<file path="src/rtl/if_fetch_redirect_if.sv">
// Bundle of the fetch-stage signals: ID branch decision, stalls, instruction
// memory port, IF/ID pipeline register outputs and performance counters.
interface if_fetch_redirect_if #(
  parameter int CNT_W = 16
);
  logic             ID_br_ctrl;
  logic [31:0]      ID_br_target;
  logic             br_hazard_stall;
  logic             ld_stall;
  logic [31:0]      imem_inst;
  logic [31:0]      imem_addr;
  logic             imem_en;
  logic [31:0]      IFID_inst;
  logic [31:0]      IFID_pc;
  logic             IFID_valid;
  logic [CNT_W-1:0] br_taken_cnt;
  logic [CNT_W-1:0] stall_cnt;

  modport master (
    input  ID_br_ctrl, ID_br_target, br_hazard_stall, ld_stall, imem_inst,
    output imem_addr, imem_en, IFID_inst, IFID_pc, IFID_valid,
           br_taken_cnt, stall_cnt
  );

  modport slave (
    output ID_br_ctrl, ID_br_target, br_hazard_stall, ld_stall, imem_inst,
    input  imem_addr, imem_en, IFID_inst, IFID_pc, IFID_valid,
           br_taken_cnt, stall_cnt
  );
endinterface

</file>
<file path="src/rtl/if_fetch_redirect.sv">
// Instruction-fetch controller: PC, IF/ID register, taken-branch redirect with
// a one-cycle bubble, stall holding and saturating performance counters.
module if_fetch_redirect #(
  parameter logic [31:0] PC_RESET = 32'h0000_0000,
  parameter logic [31:0] PC_STEP  = 32'd4,
  parameter logic [31:0] NOP_INST = 32'h0000_0000,
  parameter int          CNT_W    = 16
) (
  input logic                 clk,
  input logic                 reset,
  if_fetch_redirect_if.master bus
);

  typedef enum logic [1:0] {BOOT, RUN, REDIRECT} state_t;

  state_t             state_q, state_d;
  logic [31:0]        pc_q, pc_d;
  logic [31:0]        ifid_inst_q, ifid_inst_d;
  logic [31:0]        ifid_pc_q, ifid_pc_d;
  logic               ifid_valid_q, ifid_valid_d;
  logic               imem_en_q, imem_en_d;
  logic [CNT_W-1:0]   br_cnt_q, br_cnt_d;
  logic [CNT_W-1:0]   stall_cnt_q, stall_cnt_d;
  logic               stall;

  assign stall = bus.br_hazard_stall | bus.ld_stall;

  // ID_br_ctrl is only honoured in RUN: it is undefined under a hazard stall
  // and ID holds the bubble while in REDIRECT.
  always_comb begin
    state_d      = state_q;
    pc_d         = pc_q;
    ifid_inst_d  = ifid_inst_q;
    ifid_pc_d    = ifid_pc_q;
    ifid_valid_d = ifid_valid_q;
    br_cnt_d     = br_cnt_q;
    stall_cnt_d  = stall_cnt_q;

    case (state_q)
      BOOT: begin
        state_d = RUN;
      end
      RUN, REDIRECT: begin
        if (stall) begin
          stall_cnt_d = (stall_cnt_q == '1) ? stall_cnt_q : stall_cnt_q + 1'b1;
        end else if (state_q == RUN && bus.ID_br_ctrl) begin
          pc_d         = bus.ID_br_target;
          ifid_inst_d  = NOP_INST;
          ifid_pc_d    = 32'h0;
          ifid_valid_d = 1'b0;
          br_cnt_d     = (br_cnt_q == '1) ? br_cnt_q : br_cnt_q + 1'b1;
          state_d      = REDIRECT;
        end else begin
          ifid_inst_d  = bus.imem_inst;
          ifid_pc_d    = pc_q;
          ifid_valid_d = 1'b1;
          pc_d         = pc_q + PC_STEP;
          state_d      = RUN;
        end
      end
      default: begin
        state_d = BOOT;
      end
    endcase

    imem_en_d = (state_d != BOOT);
  end

  always_ff @(posedge clk) begin
    if (reset) begin
      state_q      <= BOOT;
      pc_q         <= PC_RESET;
      ifid_inst_q  <= NOP_INST;
      ifid_pc_q    <= 32'h0;
      ifid_valid_q <= 1'b0;
      imem_en_q    <= 1'b0;
      br_cnt_q     <= '0;
      stall_cnt_q  <= '0;
    end else begin
      state_q      <= state_d;
      pc_q         <= pc_d;
      ifid_inst_q  <= ifid_inst_d;
      ifid_pc_q    <= ifid_pc_d;
      ifid_valid_q <= ifid_valid_d;
      imem_en_q    <= imem_en_d;
      br_cnt_q     <= br_cnt_d;
      stall_cnt_q  <= stall_cnt_d;
    end
  end

  assign bus.imem_addr    = pc_q;
  assign bus.imem_en      = imem_en_q;
  assign bus.IFID_inst    = ifid_inst_q;
  assign bus.IFID_pc      = ifid_pc_q;
  assign bus.IFID_valid   = ifid_valid_q;
  assign bus.br_taken_cnt = br_cnt_q;
  assign bus.stall_cnt    = stall_cnt_q;

endmodule
</file>
<file path="src/flat_wrapper.sv">
// flat-port wrapper written by rule: the top's interface ports become plain ports
module if_fetch_redirect_flat 
#(
  parameter logic [31:0] PC_RESET = 32'h0000_0000,
  parameter logic [31:0] PC_STEP  = 32'd4,
  parameter logic [31:0] NOP_INST = 32'h0000_0000,
  parameter int          CNT_W    = 16
)
  (clk, reset, bus_ID_br_ctrl, bus_ID_br_target, bus_br_hazard_stall, bus_ld_stall, bus_imem_inst, bus_imem_addr, bus_imem_en, bus_IFID_inst, bus_IFID_pc, bus_IFID_valid, bus_br_taken_cnt, bus_stall_cnt);
  if_fetch_redirect_if #(.CNT_W(CNT_W)) bus_i ();
  input logic clk;
  input logic reset;
  input wire logic [$bits(bus_i.ID_br_ctrl)-1:0] bus_ID_br_ctrl;
  input wire logic [$bits(bus_i.ID_br_target)-1:0] bus_ID_br_target;
  input wire logic [$bits(bus_i.br_hazard_stall)-1:0] bus_br_hazard_stall;
  input wire logic [$bits(bus_i.ld_stall)-1:0] bus_ld_stall;
  input wire logic [$bits(bus_i.imem_inst)-1:0] bus_imem_inst;
  output wire logic [$bits(bus_i.imem_addr)-1:0] bus_imem_addr;
  output wire logic [$bits(bus_i.imem_en)-1:0] bus_imem_en;
  output wire logic [$bits(bus_i.IFID_inst)-1:0] bus_IFID_inst;
  output wire logic [$bits(bus_i.IFID_pc)-1:0] bus_IFID_pc;
  output wire logic [$bits(bus_i.IFID_valid)-1:0] bus_IFID_valid;
  output wire logic [$bits(bus_i.br_taken_cnt)-1:0] bus_br_taken_cnt;
  output wire logic [$bits(bus_i.stall_cnt)-1:0] bus_stall_cnt;
  assign bus_i.ID_br_ctrl = bus_ID_br_ctrl;
  assign bus_i.ID_br_target = bus_ID_br_target;
  assign bus_i.br_hazard_stall = bus_br_hazard_stall;
  assign bus_i.ld_stall = bus_ld_stall;
  assign bus_i.imem_inst = bus_imem_inst;
  assign bus_imem_addr = bus_i.imem_addr;
  assign bus_imem_en = bus_i.imem_en;
  assign bus_IFID_inst = bus_i.IFID_inst;
  assign bus_IFID_pc = bus_i.IFID_pc;
  assign bus_IFID_valid = bus_i.IFID_valid;
  assign bus_br_taken_cnt = bus_i.br_taken_cnt;
  assign bus_stall_cnt = bus_i.stall_cnt;
  if_fetch_redirect #(.PC_RESET(PC_RESET), .PC_STEP(PC_STEP), .NOP_INST(NOP_INST), .CNT_W(CNT_W)) u_core (.clk(clk), .reset(reset), .bus(bus_i));
endmodule
</file>
<file path="config.mk">
export PLATFORM = sky130hd
export DESIGN_NAME = if_fetch_redirect_flat
export DESIGN_NICKNAME = d
export VERILOG_FILES = /design/src/rtl/if_fetch_redirect_if.sv /design/src/rtl/if_fetch_redirect.sv /design/src/flat_wrapper.sv
export SDC_FILE = /design/constraint.sdc
export NUM_CORES = 1
export LEC_CHECK = 0
export ABC_AREA = 1
export CAP_MARGIN = 40
export CORE_ASPECT_RATIO = 0.7
export CORE_MARGIN = 1
export CORE_UTILIZATION = 48
export CTS_BUF_LIST = sky130_fd_sc_hd__clkbuf_8
export DETAILED_ROUTE_END_ITERATION = 16
export HOLD_SLACK_MARGIN = 0.05
export PLACE_DENSITY = 0.93
export SLEW_MARGIN = 10
export SYNTH_ARGS = -nofsm -noshare
export SYNTH_HDL_FRONTEND = slang
export SYNTH_SLANG_ARGS = --single-unit
export TNS_END_PERCENT = 20
</file>
<file path="constraint.sdc">
create_clock -name clk -period 2.07 [get_ports clk]
set_input_delay 0.621 -clock clk [delete_from_list [all_inputs] [get_ports clk]]
set_output_delay 0.621 -clock clk [all_outputs]
set_load 0.005 [all_outputs]
</file>
==> results_dict.tcl, run 1 <==
set metrics [dict create \
    status "completed" \
    syn_area_mm2 0.00617 \
    slew_headroom_pct 68.4 \
    syn-num-nets 962 \
    grt_pass1_wl_um 30900 \
    path_max_fanout 5 \
    gp_congestion 0.944 \
    combPwrFrac_pct 9.5 \
    vias_per_cell 5.34 \
    avgSynthCellArea_um2 6.96 \
    totalWireLength_um 19700 \
    antenna_found_initial 0 \
    clockBufferDepth 2 \
    gr-usage-met1_pct 38.6 \
    synth_ff_type "dfxtp_1" \
    final_cell_mix "nand2_1 (278), clkdlybuf4s50_1 (196), a21oi_1 (116)" \
    peakVddDrop_uv 517 \
    crit_arrival_ps 1420 \
    crit_path_end_kind "primary output" \
    gr-total-overflow 0 \
    area_delta_synth_final_pct 46.8 \
    grt_pass1_vias 6350 \
    period_share_pct 98.6 \
    cts_setup_buffers 0 \
    synth.top_cell.area_share_pct 42.8 \
    synthCells 886 \
    crit_path_start_kind "flop" \
    ios 199 \
    swShare_pct 23.4 \
    firstDrtPassIters 5 \
    clockPowerShare_pct 45.4 \
    layout.nets 1176 \
    cap_viol_max_count 0 \
    hold_violations 0 \
    finClkSkew_ps 12.8 \
    crit_type "flop to primary output" \
    rsz0062_at_grt "yes" \
    insertion_delay_ps 440 \
    drtIter0Drc 588 \
    synth_compound_area_share_pct 15.3 \
    yosys.area_share.adder_pct 1.42 \
    grt_max_degree 82 \
    rows 34 \
    portBuffers 198 \
    synthArstFlopShare_pct 0 \
    cts_max_level 4 \
    synth_xor_xnor_area_share_pct 2.98 \
    vias 6798 \
    cts_root_buf "clkbuf_8" \
    core_area_mm2 0.0125 \
    cellLeakagePower_nw 3.26 \
    yosysWarnings 0 \
    powerDensity_mw_per_mm2 643 \
    synthSimpleGateAreaFrac_pct 30.8 \
    hold_class "flop to flop" \
    avgRoutedWirePerCell_um 15.4 \
    crit_path_cell_trace "clkdlybuf4s50_1" \
    drive_gt1_share_pct 11.2 \
    synth_top_family_by_area "simple AND/OR/NAND/NOR gates" \
    grtUsageMet3_pct 6.13 \
    synth_mux_area_share_pct 0 \
    ys_types 35 \
    setup_ws_ps 29.5 \
    synth_top_area_cell "dfxtp_1" \
    crit_family "buffers and inverters" \
    ys_ff_latch 132 \
    die_w_um 137 \
    period_needed_ps 2040 \
    hpwl_um 14000 \
    die_y_um 96.8 \
    initial_utilization_pct 49.5 \
    worstMarginPinSlew_ps 472 \
    ys_seq_area_share_pct 42.8 \
    grt.total_usage_pct 29.5 \
    busiest_layer "met2" \
    whs_ps 465 \
    cts_made_buffers 17 \
    p_int_mw 4.46 \
    cts.sinks 132 \
    final_common_cell "nand2_1" \
    drc 0 \
    power.share.sequential_pct 45.1 \
    max_stage_delay_ps 550 \
    cp_slowest_cell "clkdlybuf4s50_1" \
    yosys-top-cells-area "dfxtp_1 (43%), nand2_1 (17%), a21oi_1 (9.4%)" \
    p_switching_mw 1.36 \
    postRouteAntennaNets 0 \
    max_freq_mhz 490 \
    slew_violations 0 \
    use_met2_pct 46.2 \
    clkTransAtPathRegs_ps 80 \
    crit_required_ps 1450 \
    setup_viol 0 \
    dieArea_mm2 0.0133 \
    cts_tree "yes" \
    pre_cts_slack_ps -158 \
    n_antenna_cell 0 \
    cp_num_buf_inv 1 \
    synth_edf_count 0 \
]
[per-layer routing]
| layer | up-vias | share of wire, % |
|---|---|---|
| li1 | 3323 | - |
| met1 | 3074 | 42 |
| met2 | 345 | 46 |
| met3 | 56 | 9.2 |
| met4 | 0 | 3.1 |
| met5 | - | 0 |
[power groups by stage]
stage                     clock [mW]  sequential [mW]  combinational (mW)
after global routing            2.78             2.63               0.591
after floorplan                    0             2.68               0.209
final                           2.64             2.63               0.551
after CTS                       2.67             2.62               0.547
after global placement             0             2.68               0.532
after detailed placement           0             2.68               0.542
[cell families after synthesis]
family | after synthesis
fa+ha+maj | 7
flops | 132
simple gates | 456
buf+inv | 97
xor+xnor | 21
compound gates | 173
[registers in the layout (all words and copies together), names as in the netlist]
name                     count
u_core.bus.imem_en           1
u_core.bus.IFID_valid        1
u_core.bus.IFID_inst        32
u_core.bus.stall_cnt        16
u_core.bus.IFID_pc          32
u_core.bus.br_taken_cnt     16
u_core.bus.imem_addr        32
u_core.state_q               2
[final cells by class]
class / instances / area [µm²]
Clock inverter: 13 / 230
Sequential cell: 132 / 2700
Fill cell: 971 / 3410
Multi-Input combinational cell: 657 / 3120
Inverter: 56 / 210
Timing Repair Buffer: 236 / 2350
Tap cell: 162 / 203
Clock buffer: 18 / 248
[stage by stage]
stage | area (µm²) | std cells | power (mW) | setup TNS [ps] | util (%)
finish | 9050 | 1274 | 5.82 | 0 | 72.6
global route | 9050 | 1274 | 6.00 | -2.58 | 72.6
CTS | 9020 | 1274 | 5.84 | 0 | 72.4
detailed placement | 8520 | 1243 | 3.22 | -6380 | 68.3
global placement | 8520 | 1243 | 3.21 | -3450 | 68.3
floorplan | 6170 | 886 | 2.89 | 0 | -
[cells in the mapped netlist, types with 5 or more instances]
cell type,number
nor3_1,10
nand4_1,10
xor2_1,13
nand2_1,279
buf_4,5
buf_2,15
clkbuf_1,18
inv_1,56
ha_1,7
dfxtp_1,132
nand3_1,55
nor2_1,87
xnor2_1,8
o21ai_0,23
a22oi_1,18
a21oi_1,116
[path summary, 6_finish.rpt]
check                           from                    endpoint  slack (ps)  depth (start not counted)
max reg2reg        u_core.state_q[0]  u_core.bus.br_taken_cnt[9]         160                          8
max          u_core.bus.stall_cnt[6]            bus_stall_cnt[6]          30                          1
min reg2reg  u_core.bus.IFID_inst[4]     u_core.bus.IFID_inst[4]         470                          2
min          u_core.bus.IFID_inst[4]     u_core.bus.IFID_inst[4]         470                          2
[timing repair]
item,4_1_cts,5_1_grt
hold buffers,0,0
pin swaps,0,0
resized for setup,19,25
setup endpoints to repair,19,26
No activity file was read; power rests on OpenSTA's default activity.
==> run 2, diff against run 1 <==
--- a/config.mk
+++ b/config.mk
@@ -5,15 +5,14 @@
 export SDC_FILE = /design/constraint.sdc
 export NUM_CORES = 1
 export LEC_CHECK = 0
-export ABC_AREA = 1
 export CAP_MARGIN = 40
 export CORE_ASPECT_RATIO = 0.7
 export CORE_MARGIN = 1
-export CORE_UTILIZATION = 48
+export CORE_UTILIZATION = 47
 export CTS_BUF_LIST = sky130_fd_sc_hd__clkbuf_8
 export DETAILED_ROUTE_END_ITERATION = 16
 export HOLD_SLACK_MARGIN = 0.05
-export PLACE_DENSITY = 0.93
+export PLACE_DENSITY = 0.92
 export SLEW_MARGIN = 10
 export SYNTH_ARGS = -nofsm -noshare
 export SYNTH_HDL_FRONTEND = slang
==> run 2 against run 1 <==
Against the previous run:
- the run now ends with setup timing left
- first-iteration DRC count shrank 19%
- synthesized area shrank 4.3%
- maximum frequency down 10%
- combinational power increased by 7.3%
- worst hold slack got worse by 10 ps
- sequential power is essentially flat
- wire length up 0.58%
- core utilization is 4.3 points higher
- clock power is 5% lower
- die area down 2.2%
- critical path depth is 6 higher
- largest power group is now registers
- highest routed layer unchanged
==> results_dict.tcl, run 2 <==
set metrics [dict create \
    synth_ff_type "dfxtp_1" \
    die_w_um 136 \
    period_needed_ps 2270 \
    synthCells 732 \
    core_area_mm2 0.0120 \
    cellLeakagePower_nw 3.42 \
    crit_family "simple AND/OR/NAND/NOR gates" \
    area_delta_synth_final_pct 56.1 \
    grt.total_usage_pct 29.8 \
    cts_max_level 4 \
    yosys-top-cells-area "dfxtp_1 (45%), a21oi_1 (7.3%), nand3_1 (7.2%)" \
    synth_edf_count 0 \
    portBuffers 198 \
    pre_cts_slack_ps -622 \
    finalPower_mw 5.70 \
    grt_pass1_vias 6103 \
    vias 6568 \
    dieArea_mm2 0.0130 \
    cap_viol_max_count 0 \
    syn-num-nets 808 \
    worstMarginPinSlew_ps 508 \
    avgSynthCellArea_um2 8.06 \
    regToRegSetupSlack_ps -200 \
    initial_utilization_pct 49.3 \
    drive_gt1_share_pct 18.4 \
    crit_type "flop to flop" \
    grt_max_degree 99 \
    ys_seq_area_share_pct 44.8 \
    totalWireLength_um 19800 \
    synth.top_cell.area_share_pct 44.8 \
    vias_per_cell 5.74 \
    synthArstFlopShare_pct 0 \
    status "finished, violations left" \
    slew_headroom_pct 65.9 \
    slew_violations 0 \
    cts.sinks 132 \
    syn_area_mm2 0.00590 \
    hold_class "flop to flop" \
    clkTransAtPathRegs_ps 70 \
    drc 0 \
    hold_start "u_core.bus.IFID_pc[31]" \
    cts_root_buf "clkbuf_8" \
    layout.nets 1050 \
    rows 33 \
    n_antenna_cell 0 \
    max_stage_delay_ps 530 \
    ios 199 \
    synthTopCellsByCount "dfxtp_1 (132), nand2_1 (101), a21oi_1 (86)" \
    ys_types 55 \
    setup_viol 16 \
    rsz0062_at_grt "yes" \
    drtIter0Drc 475 \
    powerDensity_mw_per_mm2 619 \
    cts_tree "yes" \
    path_max_fanout 4 \
    postRouteAntennaNets 0 \
    max_freq_mhz 441 \
    synth_top_area_cell "dfxtp_1" \
    hpwl_um 13500 \
    setup_ws_ps -199 \
    antenna_found_initial 0 \
    violations "setup timing" \
    rr_worst_depth 7 \
    period_share_pct 110 \
    cts_made_buffers 17 \
    fillers 842 \
    crit_path_cell_trace "inv_2 > ha_4 > or3b_4 > or4_4 > buf_4 > or3_4 > a21oi_2" \
    yosysMostFrequentCell "dfxtp_1" \
    r2r_end "u_core.bus.br_taken_cnt[6]" \
    yosysWarnings 0 \
    avgRoutedWirePerCell_um 17.3 \
    insertion_delay_ps 440 \
    cp_slowest_cell "or4_4" \
    crit_arrival_ps 2650 \
    ys_ff_latch 132 \
    hold_violations 0 \
    firstDrtPassIters 5 \
    crit_required_ps 2450 \
    clockBufferDepth 2 \
    grt_pass1_wl_um 30300 \
    die_y_um 95.8 \
    reg2reg_from "u_core.state_q[1]" \
    peakVddDrop_uv 470 \
    cp_num_buf_inv 2 \
    gp_congestion 0.931 \
    gr-total-overflow 0 \
    crit_path_start_kind "flop" \
    finClkSkew_ps 11.3 \
    holdPathEnd "u_core.bus.IFID_pc[31]" \
    hold-path-cell-count 2 \
    final_cell_mix "clkdlybuf4s50_1 (184), nand2_1 (100), dfxtp_1 (96)" \
    crit_path_end_kind "flop" \
    final_common_cell "clkdlybuf4s50_1" \
]
[run 2: final cells by class]
| class | count | area [µm²] | area share, % |
|---|---|---|---|
| clock buffers | 18 | 248 | 2.69 |
| multi-input cells | 534 | 3140 | 34.0 |
| clock inverters | 14 | 211 | 2.29 |
| flip-flops and latches | 132 | 2690 | 29.2 |
| repair buffers | 282 | 2710 | 29.4 |
| well taps | 157 | 196 | 2.13 |
| inverters | 7 | 26.3 | 0.285 |
[run 2: kinds of logic after synthesis]
logic type	count (synthesis)	share of synthesized area, %
simple gates	328	27.2
compound gates	167	17.3
flops	132	44.8
buf+inv	66	4.37
xor+xnor	27	4.01
fa+ha+maj	7	1.48
mux	5	0.869
[run 2: how the worst max path moves through the flow]
stage | startpoint | endpoint | slack (ps) | cells after the start
after floorplan | u_core.state_q[0] | u_core.bus.br_taken_cnt[14] | -100 | 7
after global placement | bus_ld_stall | u_core.bus.br_taken_cnt[14] | -560 | 6
after detailed placement | bus_ld_stall | u_core.bus.br_taken_cnt[14] | -620 | 6
after CTS | u_core.state_q[1] | u_core.bus.br_taken_cnt[14] | -170 | 7
after global routing | u_core.state_q[1] | u_core.bus.br_taken_cnt[14] | -280 | 7
final | u_core.state_q[1] | u_core.bus.br_taken_cnt[6] | -200 | 7
[run 2: metal layers]
| metal | track usage (%) | wire length, µm |
|---|---|---|
| met1 | 38.2 | 8440 |
| met2 | 49.1 | 9190 |
| met3 | 6.64 | 1790 |
| met4 | 11.9 | 374 |
| met5 | 0 | 0 |
[run 2: what timing repair did]
action | in CTS | in global routing
hold buffers | 0 | 0
pin swaps | 6 | 6
gates resized for setup | 25 | 42
endpoints found under the setup margin | 40 | 78
setup buffers | 1 | 4
[run 2: worst reg2reg max path: stages, from the launching register on]
cell     delay, ps
dfxtp_2        330
inv_2           50
ha_4           260
or3b_4         380
or4_4          530
buf_4          170
or3_4          360
a21oi_2        130
[run 2: metrics by stage]
stage	utilization [%]	instance area (µm²)	TNS, ps	cells	hold WS, ps
final	76.9	9210	-1290	1144	455
after CTS	75.6	9050	-1150	1140	443
after global placement	71.4	8550	-37800	1107	437
after global routing	76.9	9210	-3400	1144	461
after floorplan	-	5950	-626	732	448
after detailed placement	71.4	8550	-40790	1107	445
[run 2: power by group]
group	leakage [nW]	switching, mW	internal [mW]	total (mW)
Sequential	1.08	0.0335	2.58	2.61
Combinational	2.11	0.281	0.310	0.591
Clock	0.227	1.04	1.46	2.50
